**src/rtl/lsu_pkg.sv**
```systemverilog
// lsu_pkg: shared types and helpers for the load/store alignment unit.
// Holds funct3 encodings, FSM states and access-size/legality functions.
package lsu_pkg;

  localparam logic [2:0] LB  = 3'b000;
  localparam logic [2:0] LH  = 3'b001;
  localparam logic [2:0] LW  = 3'b010;
  localparam logic [2:0] LD  = 3'b011;
  localparam logic [2:0] LBU = 3'b100;
  localparam logic [2:0] LHU = 3'b101;
  localparam logic [2:0] LWU = 3'b110;
  localparam logic [2:0] SB  = 3'b000;
  localparam logic [2:0] SH  = 3'b001;
  localparam logic [2:0] SW  = 3'b010;
  localparam logic [2:0] SD  = 3'b011;

  typedef enum logic [2:0] {
    IDLE,
    BUS0,
    WAIT0,
    BUS1,
    WAIT1,
    RESP
  } state_t;

  function automatic logic [3:0] size_bytes(input logic [2:0] f);
    return 4'd1 << f[1:0];
  endfunction

  function automatic logic legal(input logic [2:0] f,
                                 input logic we,
                                 input int xlen);
    logic w64;
    w64 = (xlen == 64);
    if (we)
      return (f == SB) || (f == SH) || (f == SW) ||
             ((f == SD) && w64);
    return (f == LB) || (f == LH) || (f == LW) ||
           (f == LBU) || (f == LHU) ||
           ((f == LD) && w64) || ((f == LWU) && w64);
  endfunction

endpackage

```
**src/rtl/lsu_extend.sv**
```systemverilog
// lsu_extend: sign/zero extension of a right-justified load value.
// Size comes from funct3[1:0], signedness from funct3[2].
module lsu_extend
  import lsu_pkg::*;
#(
  parameter int XLEN = 32
) (
  input  logic [2:0]      funct3,
  input  logic [XLEN-1:0] din,
  output logic [XLEN-1:0] dout
);

  logic [XLEN-1:0] mask;
  logic            msb;
  logic            fill;

  // keep the low size bytes, replicate the top kept bit when signed
  always_comb begin
    mask = '1;
    msb  = din[XLEN-1];
    unique case (1'b1)
      funct3[1:0] == 2'b00: begin
        mask = XLEN'(8'hff);
        msb  = din[7];
      end
      funct3[1:0] == 2'b01: begin
        mask = XLEN'(16'hffff);
        msb  = din[15];
      end
      funct3[1:0] == 2'b10: begin
        mask = XLEN'(32'hffff_ffff);
        msb  = din[31];
      end
      default: ;
    endcase
    fill = msb & ~funct3[2];
    dout = (din & mask) | (~mask & {XLEN{fill}});
  end

endmodule

```
**src/rtl/lsu_align.sv**
```systemverilog
// lsu_align: splits/aligns core loads and stores onto a word-wide bus.
// Crossing accesses take two beats; loads are reassembled and extended.
module lsu_align
  import lsu_pkg::*;
#(
  parameter int XLEN        = 32,
  parameter bit ALLOW_SPLIT = 1'b1
) (
  input  logic              clk,
  input  logic              rst_n,
  input  logic              req_valid,
  output logic              req_ready,
  input  logic              req_we,
  input  logic [2:0]        req_funct3,
  input  logic [31:0]       req_addr,
  input  logic [XLEN-1:0]   req_wdata,
  output logic              mem_valid,
  input  logic              mem_ready,
  output logic              mem_we,
  output logic [31:0]       mem_addr,
  output logic [XLEN/8-1:0] mem_be,
  output logic [XLEN-1:0]   mem_wdata,
  input  logic              mem_rvalid,
  input  logic [XLEN-1:0]   mem_rdata,
  output logic              rsp_valid,
  output logic [XLEN-1:0]   rsp_data,
  output logic              rsp_fault
);

  localparam int NB = XLEN / 8;
  localparam int OB = $clog2(NB);

  state_t state;

  logic [OB-1:0]     off_in;
  logic [3:0]        sz_in;
  logic [2*NB-1:0]   lanes;
  logic [2*NB-1:0]   be_in;
  logic [2*XLEN-1:0] wd_in;
  logic [31:0]       base_in;
  logic              cross_in;
  logic              bad_in;

  assign off_in   = req_addr[OB-1:0];
  assign sz_in    = size_bytes(req_funct3);
  assign lanes    = ((2*NB)'(1) << sz_in) - (2*NB)'(1);
  assign be_in    = lanes << off_in;
  assign cross_in = |be_in[2*NB-1:NB];
  assign wd_in    = {{XLEN{1'b0}}, req_wdata} << {off_in, 3'b000};
  assign base_in  = {req_addr[31:OB], {OB{1'b0}}};
  assign bad_in   = !legal(req_funct3, req_we, XLEN) ||
                    (cross_in && !ALLOW_SPLIT);

  logic              r_we;
  logic [2:0]        r_f3;
  logic [OB-1:0]     r_off;
  logic              r_cross;
  logic [NB-1:0]     r_be1;
  logic [XLEN-1:0]   r_wd1;
  logic [31:0]       r_addr1;
  logic [XLEN-1:0]   rbuf;

  logic [XLEN-1:0]   lo;
  logic [XLEN-1:0]   raw;
  logic [XLEN-1:0]   ext;

  assign lo  = (state == WAIT1) ? rbuf : mem_rdata;
  assign raw = XLEN'({mem_rdata, lo} >> {r_off, 3'b000});

  lsu_extend #(.XLEN(XLEN)) u_ext (
    .funct3 (r_f3),
    .din    (raw),
    .dout   (ext)
  );

  // access sequencer with registered bus and response outputs
  always_ff @(posedge clk) begin
    if (!rst_n) begin
      state     <= IDLE;
      req_ready <= 1'b1;
      mem_valid <= 1'b0;
      mem_we    <= 1'b0;
      mem_addr  <= '0;
      mem_be    <= '0;
      mem_wdata <= '0;
      rsp_valid <= 1'b0;
      rsp_data  <= '0;
      rsp_fault <= 1'b0;
      r_we      <= 1'b0;
      r_f3      <= '0;
      r_off     <= '0;
      r_cross   <= 1'b0;
      r_be1     <= '0;
      r_wd1     <= '0;
      r_addr1   <= '0;
      rbuf      <= '0;
    end else begin
      unique case (state)
        IDLE: if (req_valid) begin
          req_ready <= 1'b0;
          r_we      <= req_we;
          r_f3      <= req_funct3;
          r_off     <= off_in;
          r_cross   <= cross_in;
          r_be1     <= be_in[2*NB-1:NB];
          r_wd1     <= wd_in[2*XLEN-1:XLEN];
          r_addr1   <= base_in + 32'(NB);
          if (bad_in) begin
            state     <= RESP;
            rsp_valid <= 1'b1;
            rsp_fault <= 1'b1;
            rsp_data  <= '0;
          end else begin
            state     <= BUS0;
            mem_valid <= 1'b1;
            mem_we    <= req_we;
            mem_addr  <= base_in;
            mem_be    <= be_in[NB-1:0];
            mem_wdata <= req_we ? wd_in[XLEN-1:0] : '0;
          end
        end
        BUS0: if (mem_ready) begin
          mem_valid <= 1'b0;
          state     <= WAIT0;
        end
        WAIT0: if (mem_rvalid) begin
          if (r_cross) begin
            rbuf      <= mem_rdata;
            state     <= BUS1;
            mem_valid <= 1'b1;
            mem_addr  <= r_addr1;
            mem_be    <= r_be1;
            mem_wdata <= r_we ? r_wd1 : '0;
          end else begin
            state     <= RESP;
            rsp_valid <= 1'b1;
            rsp_fault <= 1'b0;
            rsp_data  <= r_we ? '0 : ext;
          end
        end
        BUS1: if (mem_ready) begin
          mem_valid <= 1'b0;
          state     <= WAIT1;
        end
        WAIT1: if (mem_rvalid) begin
          state     <= RESP;
          rsp_valid <= 1'b1;
          rsp_fault <= 1'b0;
          rsp_data  <= r_we ? '0 : ext;
        end
        RESP: begin
          rsp_valid <= 1'b0;
          req_ready <= 1'b1;
          state     <= IDLE;
        end
        default: begin
          state     <= IDLE;
          req_ready <= 1'b1;
        end
      endcase
    end
  end

endmodule

```
**config.mk**
```make
export PLATFORM = sky130hd
export DESIGN_NAME = lsu_align
export DESIGN_NICKNAME = d
export VERILOG_FILES = /design/src/rtl/lsu_pkg.sv /design/src/rtl/lsu_extend.sv /design/src/rtl/lsu_align.sv
export SDC_FILE = /design/constraint.sdc
export NUM_CORES = 1
export LEC_CHECK = 0
export CAP_MARGIN = 40
export CORE_MARGIN = 2
export CORE_UTILIZATION = 41
export CTS_CLUSTER_SIZE = 14
export DETAILED_ROUTE_END_ITERATION = 12
export PLACE_DENSITY_LB_ADDON = 0.05
export SYNTH_ARGS = -nofsm -noshare
export SYNTH_HDL_FRONTEND = slang
export SYNTH_SLANG_ARGS = --single-unit
```
**constraint.sdc**
```tcl
create_clock -name clk -period 3.2 [get_ports clk]
set_clock_uncertainty 0.15 [all_clocks]
set_input_delay 0.32 -clock clk [delete_from_list [all_inputs] [get_ports clk]]
set_output_delay 0.32 -clock clk [all_outputs]
set_load 0.05 [all_outputs]
```
==> reports/qor.txt, run 1 <==
Startpoint Class = flip-flop
Root Driver = clkbuf_16
PortBufs = 207
fraction of layout cells with a size suffix above 1 = 8.73%
core area = 0.0243 mm^2
setup TNS = 0 ps
EDFF count, synth = 0
register area share after synthesis = 40.1%
total track usage = 24.0%
post-synth top area cell = dfxtp_1
TritonCTS clock tree = built
DR pass1 iterations = 5
RD Place Congestion = 0.854
ys async rst share = 0%
Max Clock Freq = 366 MHz
Remaining Overflow, GRT = 0
PwrDens = 620 mW/mm^2
worst-margin pin slew = 775 ps
cell with the most instances after synthesis = nand2_1
CP max stage delay = 590 ps
first-pass GRT wire length = 50.8 mm
area grow syn2layout = 31.4%
via count = 9722
average wire per standard cell = 18.4 um
PostCTS Resize Cnt = 0
io pins = 210
CP cell instances = or3b_1 -> buf_4 -> mux4_2 -> a2bb2oi_1 -> nor2_1 -> a211o_1
max_cap viols = 0
Die Span X = 161 um
initial core utilization = 41.7%
Worst EP arrival = 2980 ps
Peak VDD IR = 0.323 mV
number of global-route vias before repair = 8980
Synth Flop Type = dfxtp_1
detailed placer's ending HPWL = 21.5 mm
CP max-delay cell = or3b_1
outcome = complete, no violations
number of clock buffers inserted by TritonCTS = 24
fin crit period = 2730 ps
Fin. Hold Viols = 0
Gate Count Post-Synth = 1235
endpoint class of the critical path = flip-flop
Seq cells post-synth = 203
DRC errors left = 0
critical path peak fanout = 20
Clock Sinks = 203
Die Height = 161 um
H-Tree Depth = 1
hold path depth = 3
number of DRC markers in iteration 0 = 682
Levels on crit path = 6
setup bufs post-CTS = 0
# diodes = 0
most instantiated cells after synthesis = 214 x nand2_1, 203 x dfxtp_1, 122 x nor2_1, 99 x a21oi_1, 87 x clkbuf_1
RSZ-0062 raised after global routing = no
Mapped Area = 0.0101 mm^2
largest cells by area after synthesis = dfxtp_1 40%, nand2_1 7.9%, a21oi_1 4.9%, mux4_2 4.9%, nor2_1 4.5%
drt total wl = 31.9 mm
latest clock arrival within the worst-skew pair = 510 ps
vias per cell = 5.61
kind of critical path = flip-flop to flip-flop
largest net degree at the start of global routing = 156
fin nets = 1498
r2r worst-path depth = 6
Slew HR = 48.3%
clk slew on worst S/H paths = 60 ps
hold_buf cts = 0
CP required = 3450 ps
Mapped Avg Cell Area = 8.21 um^2
Setup Viol. Count Final = 0
P_leak = 0.00474 uW
HP Class = input pin to flip-flop
post-layout util = 54.8%
period utilization = 85.3%
CTS Buffer Depth = 3
Top delay family on crit path = simple AND/OR/NAND/NOR gates
antenna viol nets, final = 0
Filler Cells Inserted = 2297
max-slew violations = 0
Die ar. = 0.0260 mm^2
# rows = 57
initial antenna violation count = 1
Synth cell types = 57
Synth top area share = 40.1%
Worst Path Buf+Inv = 1
synth warn = 0
## flip-flops by register name (all words and copies together), names as in the netlist
name and count:
mem_be 4, mem_addr 30, r_be1 4, mem_valid 1
r_off 2, rbuf 32, r_cross 1, r_we 1
mem_we 1, rsp_data 32, state 3, r_addr1 30
req_ready 1, rsp_fault 1, mem_wdata 32, r_wd1 24
r_f3 3, rsp_valid 1
## final timing paths
check | slack, ps | start | endpoint
max | 470 | state[2] | rsp_data[14]
min | 270 | mem_rdata[29] | rbuf[29]
max reg2reg | 470 | state[2] | rsp_data[14]
min reg2reg | 300 | r_wd1[10] | r_wd1[10]
## cells in the final DEF (no fill, tap or decap), types with 13 or more instances in the layout
master / instances
nand2_1: 214
clkdlybuf4s50_1: 207
dfxtp_1: 202
nor2_1: 122
a21oi_1: 98
o21ai_0: 56
a211oi_1: 48
nor3_1: 38
mux2i_1: 37
buf_4: 32
nand3_1: 30
a311oi_1: 28
clkbuf_16: 25
mux4_2: 22
xnor2_1: 20
a221oi_1: 20
a22oi_1: 17
mux2_2: 16
a211o_1: 14
inv_1: 13
## power breakdown
part / switching [uW] / internal (uW) / total, uW
combinational: 1540 / 905 / 2440
clock: 1080 / 1780 / 2860
sequential: 164 / 2800 / 2960
## worst reg2reg max path: cells and delay by family, from the launching register on
family,cells,cell delay [ps]
and+or+nand+nor,2,660
muxes,1,550
AOI/OAI and AO/OA,2,530
buffers and inverters,1,450
DFF,1,300
## metrics by stage
step | instances | setup WS, ps | total power, uW | instance area (um^2) | hold slack, ps
after global routing | 1733 | 263 | 8640 | 13300 | 288
after detailed placement | 1690 | 373 | 5460 | 12500 | 295
after CTS | 1733 | 406 | 8320 | 13300 | 263
final | 1733 | 470 | 8260 | 13300 | 273
after floorplan | 1236 | 810 | 4600 | 10100 | 266
after global placement | 1690 | 426 | 5450 | 12500 | 288
## cells by family (layout without fill, tap and decap cells)
group / after synthesis / count (layout) / share of synthesized area, %
and+or+nand+nor: 464 / 464 / 19.8
AOI/OAI and AO/OA: 334 / 334 / 22.1
DFF: 203 / 203 / 40.1
buffers and inverters: 128 / 301 / 5.01
muxes: 75 / 75 / 10.3
xor gates and xnor gates: 29 / 29 / 2.50
adders and majority gates: 1 / 1 / 0.123
other: 1 / 2 / 0.0370
## area by class of cell
cell class	count	area [um^2]	share of cell area (%)
Multi-Input combinational cell	905	5590	42.0
Clock inverter	6	105	0.789
Timing Repair Buffer	242	2370	17.8
Inverter	16	62.6	0.470
Clock buffer	37	721	5.41
Sequential cell	203	4070	30.5
Tap cell	324	405	3.04
## layer usage
metal  share of wire (%)  vias to the layer above  track usage (%)
met5                   0                        -                0
met4                 1.7                        0             5.07
met3                 6.0                       39             3.93
met2                  45                      324             38.4
met1                  47                     4581             34.4
li1                    -                     4778                -
Note: power is estimated with default switching activity, not from simulation.
==> run 2: changes to the inputs <==
--- a/config.mk
+++ b/config.mk
@@ -10,6 +10,7 @@
 export CORE_UTILIZATION = 41
 export CTS_CLUSTER_SIZE = 14
 export DETAILED_ROUTE_END_ITERATION = 12
+export HOLD_SLACK_MARGIN = 0.03
 export PLACE_DENSITY_LB_ADDON = 0.05
 export SYNTH_ARGS = -nofsm -noshare
 export SYNTH_HDL_FRONTEND = slang
==> results of run 2 <==
No change in the layout: final DEF, timing and power equal those of run 1.
